$ cat config.mk
export PLATFORM = sky130hd
export DESIGN_NAME = modulo_transmisor_hamming_flat
export DESIGN_NICKNAME = d
export VERILOG_FILES = /design/src/rtl/modulo_transmisor_hamming_if.sv /design/src/rtl/modulo_transmisor_hamming.sv /design/src/flat_wrapper.sv
export SDC_FILE = /design/constraint.sdc
export NUM_CORES = 1
export LEC_CHECK = 0
export BUFFER_PORTS_ARGS = -buffer_cell sky130_fd_sc_hd__clkbuf_2
export CELL_PAD_IN_SITES_DETAIL_PLACEMENT = 0
export CELL_PAD_IN_SITES_GLOBAL_PLACEMENT = 2
export CORE_MARGIN = 5
export CORE_UTILIZATION = 32
export DETAILED_ROUTE_END_ITERATION = 6
export PLACE_DENSITY = 0.8
export SLEW_MARGIN = 20
export SYNTH_ARGS = -nofsm -noshare
export SYNTH_HDL_FRONTEND = slang
export SYNTH_SLANG_ARGS = --single-unit
$ cat constraint.sdc
create_clock -name clk -period 2.1 [get_ports clk]
set_input_delay 0.42 -clock clk [delete_from_list [all_inputs] [get_ports clk]]
set_output_delay 0.42 -clock clk [all_outputs]
set_load 0.02 [all_outputs]
$ cat src/rtl/modulo_transmisor_hamming_if.sv
// Nibble + error-mask handshake bundle for the Hamming (8,4) transmitter.
// The source drives data/mask/valid; the transmitter answers with ready.
interface modulo_transmisor_hamming_if;
  logic [3:0] datos_in;
  logic       valido_in;
  logic       listo_out;
  logic [7:0] mascara_error;

  modport master (
    output datos_in,
    output valido_in,
    output mascara_error,
    input  listo_out
  );

  modport slave (
    input  datos_in,
    input  valido_in,
    input  mascara_error,
    output listo_out
  );
endinterface

$ cat src/rtl/modulo_transmisor_hamming.sv
// Hamming SECDED (8,4) encoder with error injection and a serial
// start/8-data/stop framer; all outputs are registered.
module modulo_transmisor_hamming #(
  parameter int unsigned CICLOS_POR_BIT = 4
) (
  input  logic                         clk,
  input  logic                         rst,
  modulo_transmisor_hamming_if.slave   bus,
  output logic [7:0]                   palabra_codificada,
  output logic [7:0]                   palabra_enviada,
  output logic                         tx_serial,
  output logic                         tx_activo,
  output logic                         trama_fin
);

  typedef enum logic [1:0] {
    REPOSO,
    INICIO,
    DATOS,
    PARADA
  } estado_t;

  localparam logic [7:0] ULTIMO = 8'(CICLOS_POR_BIT - 1);

  function automatic logic [7:0] codificar(input logic [3:0] d);
    logic [7:0] w;
    w[0] = d[0] ^ d[1] ^ d[3];
    w[1] = d[0] ^ d[2] ^ d[3];
    w[2] = d[0];
    w[3] = d[1] ^ d[2] ^ d[3];
    w[4] = d[1];
    w[5] = d[2];
    w[6] = d[3];
    w[7] = ^w[6:0];
    return w;
  endfunction

  estado_t    estado_q, estado_n;
  logic [7:0] cnt_q, cnt_n;
  logic [2:0] idx_q, idx_n;
  logic [7:0] cod_n, env_n;
  logic       tx_n, activo_n, fin_n, listo_q, listo_n;
  logic       ultimo;

  assign bus.listo_out = listo_q;
  assign ultimo = (cnt_q == ULTIMO);

  always_comb begin
    estado_n = estado_q;
    cnt_n    = cnt_q;
    idx_n    = idx_q;
    cod_n    = palabra_codificada;
    env_n    = palabra_enviada;
    tx_n     = tx_serial;
    activo_n = tx_activo;
    listo_n  = listo_q;
    fin_n    = 1'b0;
    unique case (estado_q)
      REPOSO: begin
        if (bus.valido_in) begin
          estado_n = INICIO;
          cnt_n    = 8'd0;
          cod_n    = codificar(bus.datos_in);
          env_n    = cod_n ^ bus.mascara_error;
          tx_n     = 1'b0;
          activo_n = 1'b1;
          listo_n  = 1'b0;
        end
      end
      INICIO: begin
        if (ultimo) begin
          estado_n = DATOS;
          cnt_n    = 8'd0;
          idx_n    = 3'd0;
          tx_n     = palabra_enviada[0];
        end else begin
          cnt_n = cnt_q + 8'd1;
        end
      end
      DATOS: begin
        if (!ultimo) begin
          cnt_n = cnt_q + 8'd1;
        end else if (idx_q == 3'd7) begin
          estado_n = PARADA;
          cnt_n    = 8'd0;
          tx_n     = 1'b1;
        end else begin
          cnt_n = 8'd0;
          idx_n = idx_q + 3'd1;
          tx_n  = palabra_enviada[idx_n];
        end
      end
      PARADA: begin
        if (ultimo) begin
          estado_n = REPOSO;
          cnt_n    = 8'd0;
          activo_n = 1'b0;
          listo_n  = 1'b1;
          fin_n    = 1'b1;
        end else begin
          cnt_n = cnt_q + 8'd1;
        end
      end
      default: estado_n = REPOSO;
    endcase
  end

  always_ff @(posedge clk) begin
    if (rst) begin
      estado_q           <= REPOSO;
      cnt_q              <= 8'd0;
      idx_q              <= 3'd0;
      palabra_codificada <= 8'h00;
      palabra_enviada    <= 8'h00;
      tx_serial          <= 1'b1;
      tx_activo          <= 1'b0;
      trama_fin          <= 1'b0;
      listo_q            <= 1'b1;
    end else begin
      estado_q           <= estado_n;
      cnt_q              <= cnt_n;
      idx_q              <= idx_n;
      palabra_codificada <= cod_n;
      palabra_enviada    <= env_n;
      tx_serial          <= tx_n;
      tx_activo          <= activo_n;
      trama_fin          <= fin_n;
      listo_q            <= listo_n;
    end
  end

endmodule

$ cat src/flat_wrapper.sv
// flat-port wrapper written by rule: the top's interface ports become plain ports
module modulo_transmisor_hamming_flat 
#(
  parameter int unsigned CICLOS_POR_BIT = 4
)
  (clk, rst, palabra_codificada, palabra_enviada, tx_serial, tx_activo, trama_fin, bus_datos_in, bus_valido_in, bus_mascara_error, bus_listo_out);
  modulo_transmisor_hamming_if bus_i ();
  input  logic clk;
  input  logic rst;
  output logic [7:0] palabra_codificada;
  output logic [7:0] palabra_enviada;
  output logic tx_serial;
  output logic tx_activo;
  output logic trama_fin;
  input wire logic [$bits(bus_i.datos_in)-1:0] bus_datos_in;
  input wire logic [$bits(bus_i.valido_in)-1:0] bus_valido_in;
  input wire logic [$bits(bus_i.mascara_error)-1:0] bus_mascara_error;
  output wire logic [$bits(bus_i.listo_out)-1:0] bus_listo_out;
  assign bus_i.datos_in = bus_datos_in;
  assign bus_i.valido_in = bus_valido_in;
  assign bus_i.mascara_error = bus_mascara_error;
  assign bus_listo_out = bus_i.listo_out;
  modulo_transmisor_hamming #(.CICLOS_POR_BIT(CICLOS_POR_BIT)) u_core (.clk(clk), .rst(rst), .bus(bus_i), .palabra_codificada(palabra_codificada), .palabra_enviada(palabra_enviada), .tx_serial(tx_serial), .tx_activo(tx_activo), .trama_fin(trama_fin));
endmodule
==> results of run 1 <==
## through the flow
stage                     power, mW  utilization [%]  instance area (sq um)
after floorplan                1.64                -                   1710
after global placement         2.02             38.6                   1980
after detailed placement       2.00             38.6                   1980
after CTS                      2.65             40.8                   2100
after global routing           2.82             40.8                   2100
final                          2.61             40.8                   2100
## power by group through the flow
stage	clock network [mW]	logic, mW	registers (mW)
6_report	0.629	1.13	0.852
5_1_grt	0.683	1.27	0.871
4_1_cts	0.651	1.14	0.855
3_5_place_dp	0	1.13	0.869
3_3_place_gp	0	1.15	0.866
2_1_floorplan	0	0.682	0.958
## placed cells by master, fill, tap and decap left out, types with 2 or more instances in the layout
| cell | Yosys | layout |
|---|---|---|
| clkbuf_2 | 0 | 34 |
| dfxtp_1 | 33 | 33 |
| nand2_1 | 23 | 23 |
| a21oi_1 | 22 | 22 |
| nor2_1 | 17 | 17 |
| xnor2_1 | 14 | 14 |
| o21ai_0 | 10 | 10 |
| a211oi_1 | 9 | 9 |
| ha_1 | 8 | 8 |
| clkbuf_8 | 0 | 6 |
| buf_4 | 0 | 4 |
| inv_1 | 3 | 3 |
| a311oi_1 | 3 | 3 |
| nor3_1 | 3 | 3 |
| nand3b_1 | 3 | 3 |
| nand4_1 | 3 | 3 |
| a31oi_1 | 2 | 2 |
| nor2b_1 | 2 | 2 |
| nand2b_1 | 2 | 2 |
| and3_2 | 2 | 2 |
| nand3_1 | 2 | 2 |
| o31ai_1 | 2 | 2 |
| o21bai_1 | 2 | 2 |
| mux2i_1 | 2 | 2 |
## area by class of cell
cell class	count	area share (%)
clock inverters	1	1.43
clock buffers	7	4.11
multi-input cells	152	47.8
well taps	70	4.17
flip-flops and latches	33	31.5
repair buffers	39	10.5
inverters	3	0.537
## layer usage
metal / wire (microns) / global-route usage [%]
met3: 199 / 3.96
met1: 2220 / 18.1
met5: 0 / 0
met4: 68 / 5.35
met2: 1810 / 19.0
## state kept, by name, indices dropped and copies added, names as in the netlist, 2 cells and up
register                   count
u_core.cnt_q                   8
u_core.palabra_codificada      8
u_core.palabra_enviada         8
u_core.idx_q                   3
u_core.estado_q                2
## critical path, stage by stage, from the launching register on
cell,delay [ns]
dfxtp_1,0.39
ha_1,0.25
nor4b_4,0.40
a21oi_2,0.12
or3_1,0.34
a221oi_2,0.26
## worst paths after layout
kind                                             startpoint                                   endpoint  slack [ns]  depth (start not counted)
setup / recovery               u_core.cnt_q[0]$_SDFFE_PP0P_            u_core.estado_q[0]$_SDFFE_PP0P_        0.25                          5
hold / removal                              bus_datos_in[2]  u_core.palabra_codificada[5]$_SDFFE_PP0P_        0.42                          3
setup reg to reg               u_core.cnt_q[0]$_SDFFE_PP0P_            u_core.estado_q[0]$_SDFFE_PP0P_        0.25                          5
hold reg to reg   u_core.palabra_codificada[4]$_SDFFE_PP0P_  u_core.palabra_codificada[4]$_SDFFE_PP0P_        0.46                          2
## cells by family after synthesis
kind of cell	count (synthesis)	synth area share, %
mux	4	3.14
simple gates	66	20.0
flops	33	38.6
compound gates	60	22.4
xor+xnor	14	7.16
fa+ha+maj	8	5.85
buf+inv	13	2.85
==> results.toml, run 1 <==
[global_route]
grt_overflow = 0
grt_pass1_wl_microns = 7360
grt_max_degree = 22
grt_pass1_vias = 1448
grt_antenna_before_repair = 0
grt_usage_pct = 13.1

[synthesis]
synth_cell_types = 43
synth.most_common_cell = "dfxtp_1"
synth_common_cells = "dfxtp_1, nand2_1, a21oi_1"
yosys_warnings = 0
netlist_area_sq_mm = 0.00171
ys_ff_latch = 33
ys_seq_area_share_pct = 38.6
syn_avg_cell_area_sq_um = 8.64
ys.flop_type = "dfxtp_1"
netlist_instances = 198
yosys.area.top_type_share_pct = 38.6
synth-async-reset-ratio_pct = 0
synth.area.top_cells = "dfxtp_1, xnor2_1, a21oi_1"
synth_edf_count = 0
synth_top_cell_by_area = "dfxtp_1"
syn_nets = 221

[placed_design]
dpl.hpwl_microns = 3190
dp_slack_ns = 0.280
dpl.cell_count = 297
gp_congestion = 0.789
placement.io_buffers = 34

[clock_tree]
cts_buffers = 5
clockRootBuffer = "clkbuf_8"
clockBufferDepth = 2
h-tree-depth = 2
cts_resized = 0
clk_pin_slew_ns = 0.08
postCtsSetupBuffers = 0
hold_buffers = 0
clock_latency_ns = 0.29
clock_sinks = 33
cts_tree = "done"

[drt]
vias_per_cell = 4.93
wl_per_cell_microns = 14.1
totalWireLength_microns = 4300
drtIter0Drc = 79
drcViolationCount = 0
vias = 1504
final_antenna_net_count = 0
first_pass_iters = 4

[sta]
finalSetupViolCount = 0
worst_pin_slew_ns = 0.450
fin_worst_skew_ns = 0.0103
fin_crit_ns = 1.85
hold_slack_ns = 0.418
hold_viol_final = 0
rsz0062_at_grt = "no"
fmax_ghz = 0.542
worst_slack_ns = 0.254
fin_crit_sh_pct = 87.9
finalSetupTns_ns = 0
slew_violations = 0
slew_headroom_pct = 69.9

[pwr]
p_comb_share_pct = 43.2
p_int_mw = 1.58
clockPowerShare_pct = 24.1
p_seq_share_pct = 32.7
leakage_nw = 0.816
switchingPower_mw = 1.02
sw_frac_of_total_pct = 39.3
cellPowerDensity_mw_per_mm2 = 1240
max-vdd-ir-drop_mv = 0.527

[floorplanning]
dieArea_sq_mm = 0.00691
initial_core_util_pct = 33.3
die_w_microns = 83.1
coreArea_sq_mm = 0.00514
io_pins = 35
rows = 26
die_h_microns = 83.1

[layout]
antenna_cells = 0
stdcell_count = 305
multiInputGateArea_sq_mm = 0.00100
syn2layout_area_growth_pct = 22.6
seqCellArea_sq_um = 661
nFillCells = 559
drive_above_1_share_pct = 24.3
final_nets = 257

[setup_path]
worstPathArrival_ns = 2.06
worstPathRequired_ns = 2.31
path_class = "reg2reg"
startpoint_type = "flip-flop"
end_kind = "flip-flop"
critPathMaxFanout = 7

[worst_hold_path]
hold_class = "in2reg"

[run_status]
status = "finished clean"

[run]
cap_violations = 0
Power figures use the tool's default switching activity.
==> run 2: changes to the inputs <==
CORE_UTILIZATION = 34   (was 32)
GPL_TIMING_DRIVEN = 0   (was default)
PLACE_DENSITY = 0.85   (was 0.8)
clock period = 2.3 ns   (was 2.1 ns; I/O delays follow)
==> results.toml, run 2 (same netlist as run 1, synthesis figures left out) <==
[pwr]
clockPowerShare_pct = 24.5
max-vdd-ir-drop_mv = 0.515
finalPower_mw = 2.35
sw_frac_of_total_pct = 40.6
leakage_nw = 0.795
switchingPower_mw = 0.952
cellPowerDensity_mw_per_mm2 = 1130
p_int_mw = 1.39
p_seq_share_pct = 33.1
p_comb_share_pct = 42.4

[placed_design]
placement.io_buffers = 33
dpl.hpwl_microns = 3320
gp_congestion = 0.778
dp_slack_ns = 0.349

[drt]
vias = 1523
totalWireLength_microns = 4320
final_antenna_net_count = 0
drcViolationCount = 0
drtIter0Drc = 78
wl_per_cell_microns = 14.1
vias_per_cell = 4.98
first_pass_iters = 4

[global_route]
grt_pass1_wl_microns = 7270
use_met3_pct = 4.55
grt_antenna_before_repair = 0
grt_max_degree = 12
busiest_layer = "met2"
met1_usage_pct = 19.2
grt_use_met2_pct = 21.8
grt_overflow = 0
grt_pass1_vias = 1490
grt_usage_pct = 14.1

[sta]
fin_worst_skew_ns = 0.00772
fin_crit_ns = 1.93
worst_slack_ns = 0.367
finalSetupViolCount = 0
fin_crit_sh_pct = 84.1
fmax_ghz = 0.517
finalSetupTns_ns = 0
worst_pin_slew_ns = 0.567
hold_slack_ns = 0.458
rsz0062_at_grt = "no"
hold_viol_final = 0
slew_violations = 0
slew_headroom_pct = 62.2

[setup_path]
critPathMaxFanout = 10
rr_worst_depth = 7
worstPathRequired_ns = 2.50
worstPathArrival_ns = 2.13
startpoint_type = "flip-flop"
path_class = "reg2reg"
end_kind = "flip-flop"

[layout]
syn2layout_area_growth_pct = 21.6
final_cell_mix = "clkbuf_2, dfxtp_1, nand2_1"
top_regs = "u_core.cnt_q: 8 flops, u_core.palabra_codificada: 8 flops, u_core.palabra_enviada: 8 flops"
antenna_cells = 0
drive_above_1_share_pct = 21.8
final_nets = 261

[floorplanning]
initial_core_util_pct = 35.5
die_h_microns = 81.0
dieArea_sq_mm = 0.00655
die_w_microns = 81.0
coreArea_sq_mm = 0.00482
io_pins = 35
rows = 25

[clock_tree]
h-tree-depth = 2
cts_tree = "done"
postCtsSetupBuffers = 0
clockBufferDepth = 2
clock_sinks = 33
cts_buffers = 5
cts_resized = 0
hold_buffers = 0
clock_latency_ns = 0.28
clk_pin_slew_ns = 0.07
clockRootBuffer = "clkbuf_8"

[run_status]
status = "finished clean"

[run]
cap_violations = 0

[worst_hold_path]
hold_path_depth = 2
hold_class = "reg2reg"
[run 2: changes by cell type in the layout (fill, tap and decap cells not counted), sizes merged]
| cell | before | now |
|---|---|---|
| clkbuf | 41 | 49 |
| buf | 5 | 0 |
| clkinvlp | 0 | 1 |
[run 2: per-layer routing]
metal / up-vias / routed length [microns]
met3: 2 / 278
met4: 0 / 24
met5: - / 0
met1: 693 / 2170
li1: 795 / -
met2: 33 / 1840
[run 2: final cells by class]
cell class                      instances  area, sq um
Fill cell                             522         2740
Multi-Input combinational cell        152         1000
Sequential cell                        33          661
Timing Repair Buffer                   33          165
Tap cell                               67         83.8
Clock buffer                            6         82.6
Clock inverter                          2         37.5
Buffer                                 10         37.5
Inverter                                3         11.3
[run 2: power by group through the flow]
| stage | Combinational (mW) | Clock, mW | Sequential (mW) |
|---|---|---|---|
| floorplan | 0.622 | 0 | 0.874 |
| global placement | 1.00 | 0 | 0.788 |
| detailed placement | 1.00 | 0 | 0.791 |
| CTS | 1.01 | 0.589 | 0.777 |
| global route | 1.13 | 0.618 | 0.792 |
| finish | 0.995 | 0.576 | 0.776 |
[run 2: critical path, stage by stage, from the launching register on]
cell      delay (ns)
dfxtp_1         0.33
inv_1           0.13
ha_1            0.27
and2_1          0.15
clkbuf_1        0.29
clkbuf_1        0.41
nor2_1          0.08
a211oi_1        0.20
[run 2: worst paths after layout]
| check | from | to | slack [ns] |
|---|---|---|---|
| max | u_core.estado_q[0]$_SDFFE_PP0P_ | u_core.palabra_enviada[5]$_SDFFE_PP0P_ | 0.37 |
| min | u_core.palabra_codificada[2]$_SDFFE_PP0P_ | u_core.palabra_codificada[2]$_SDFFE_PP0P_ | 0.46 |
| max reg2reg | u_core.estado_q[0]$_SDFFE_PP0P_ | u_core.palabra_enviada[5]$_SDFFE_PP0P_ | 0.37 |
| min reg2reg | u_core.palabra_codificada[2]$_SDFFE_PP0P_ | u_core.palabra_codificada[2]$_SDFFE_PP0P_ | 0.46 |
[run 2: stage by stage]
step | std cells | area [sq um] | util, %
global route | 306 | 2080 | 43.2
CTS | 306 | 2080 | 43.2
global placement | 298 | 1960 | 40.7
floorplan | 198 | 1710 | -
finish | 306 | 2080 | 43.2
detailed placement | 298 | 1960 | 40.7
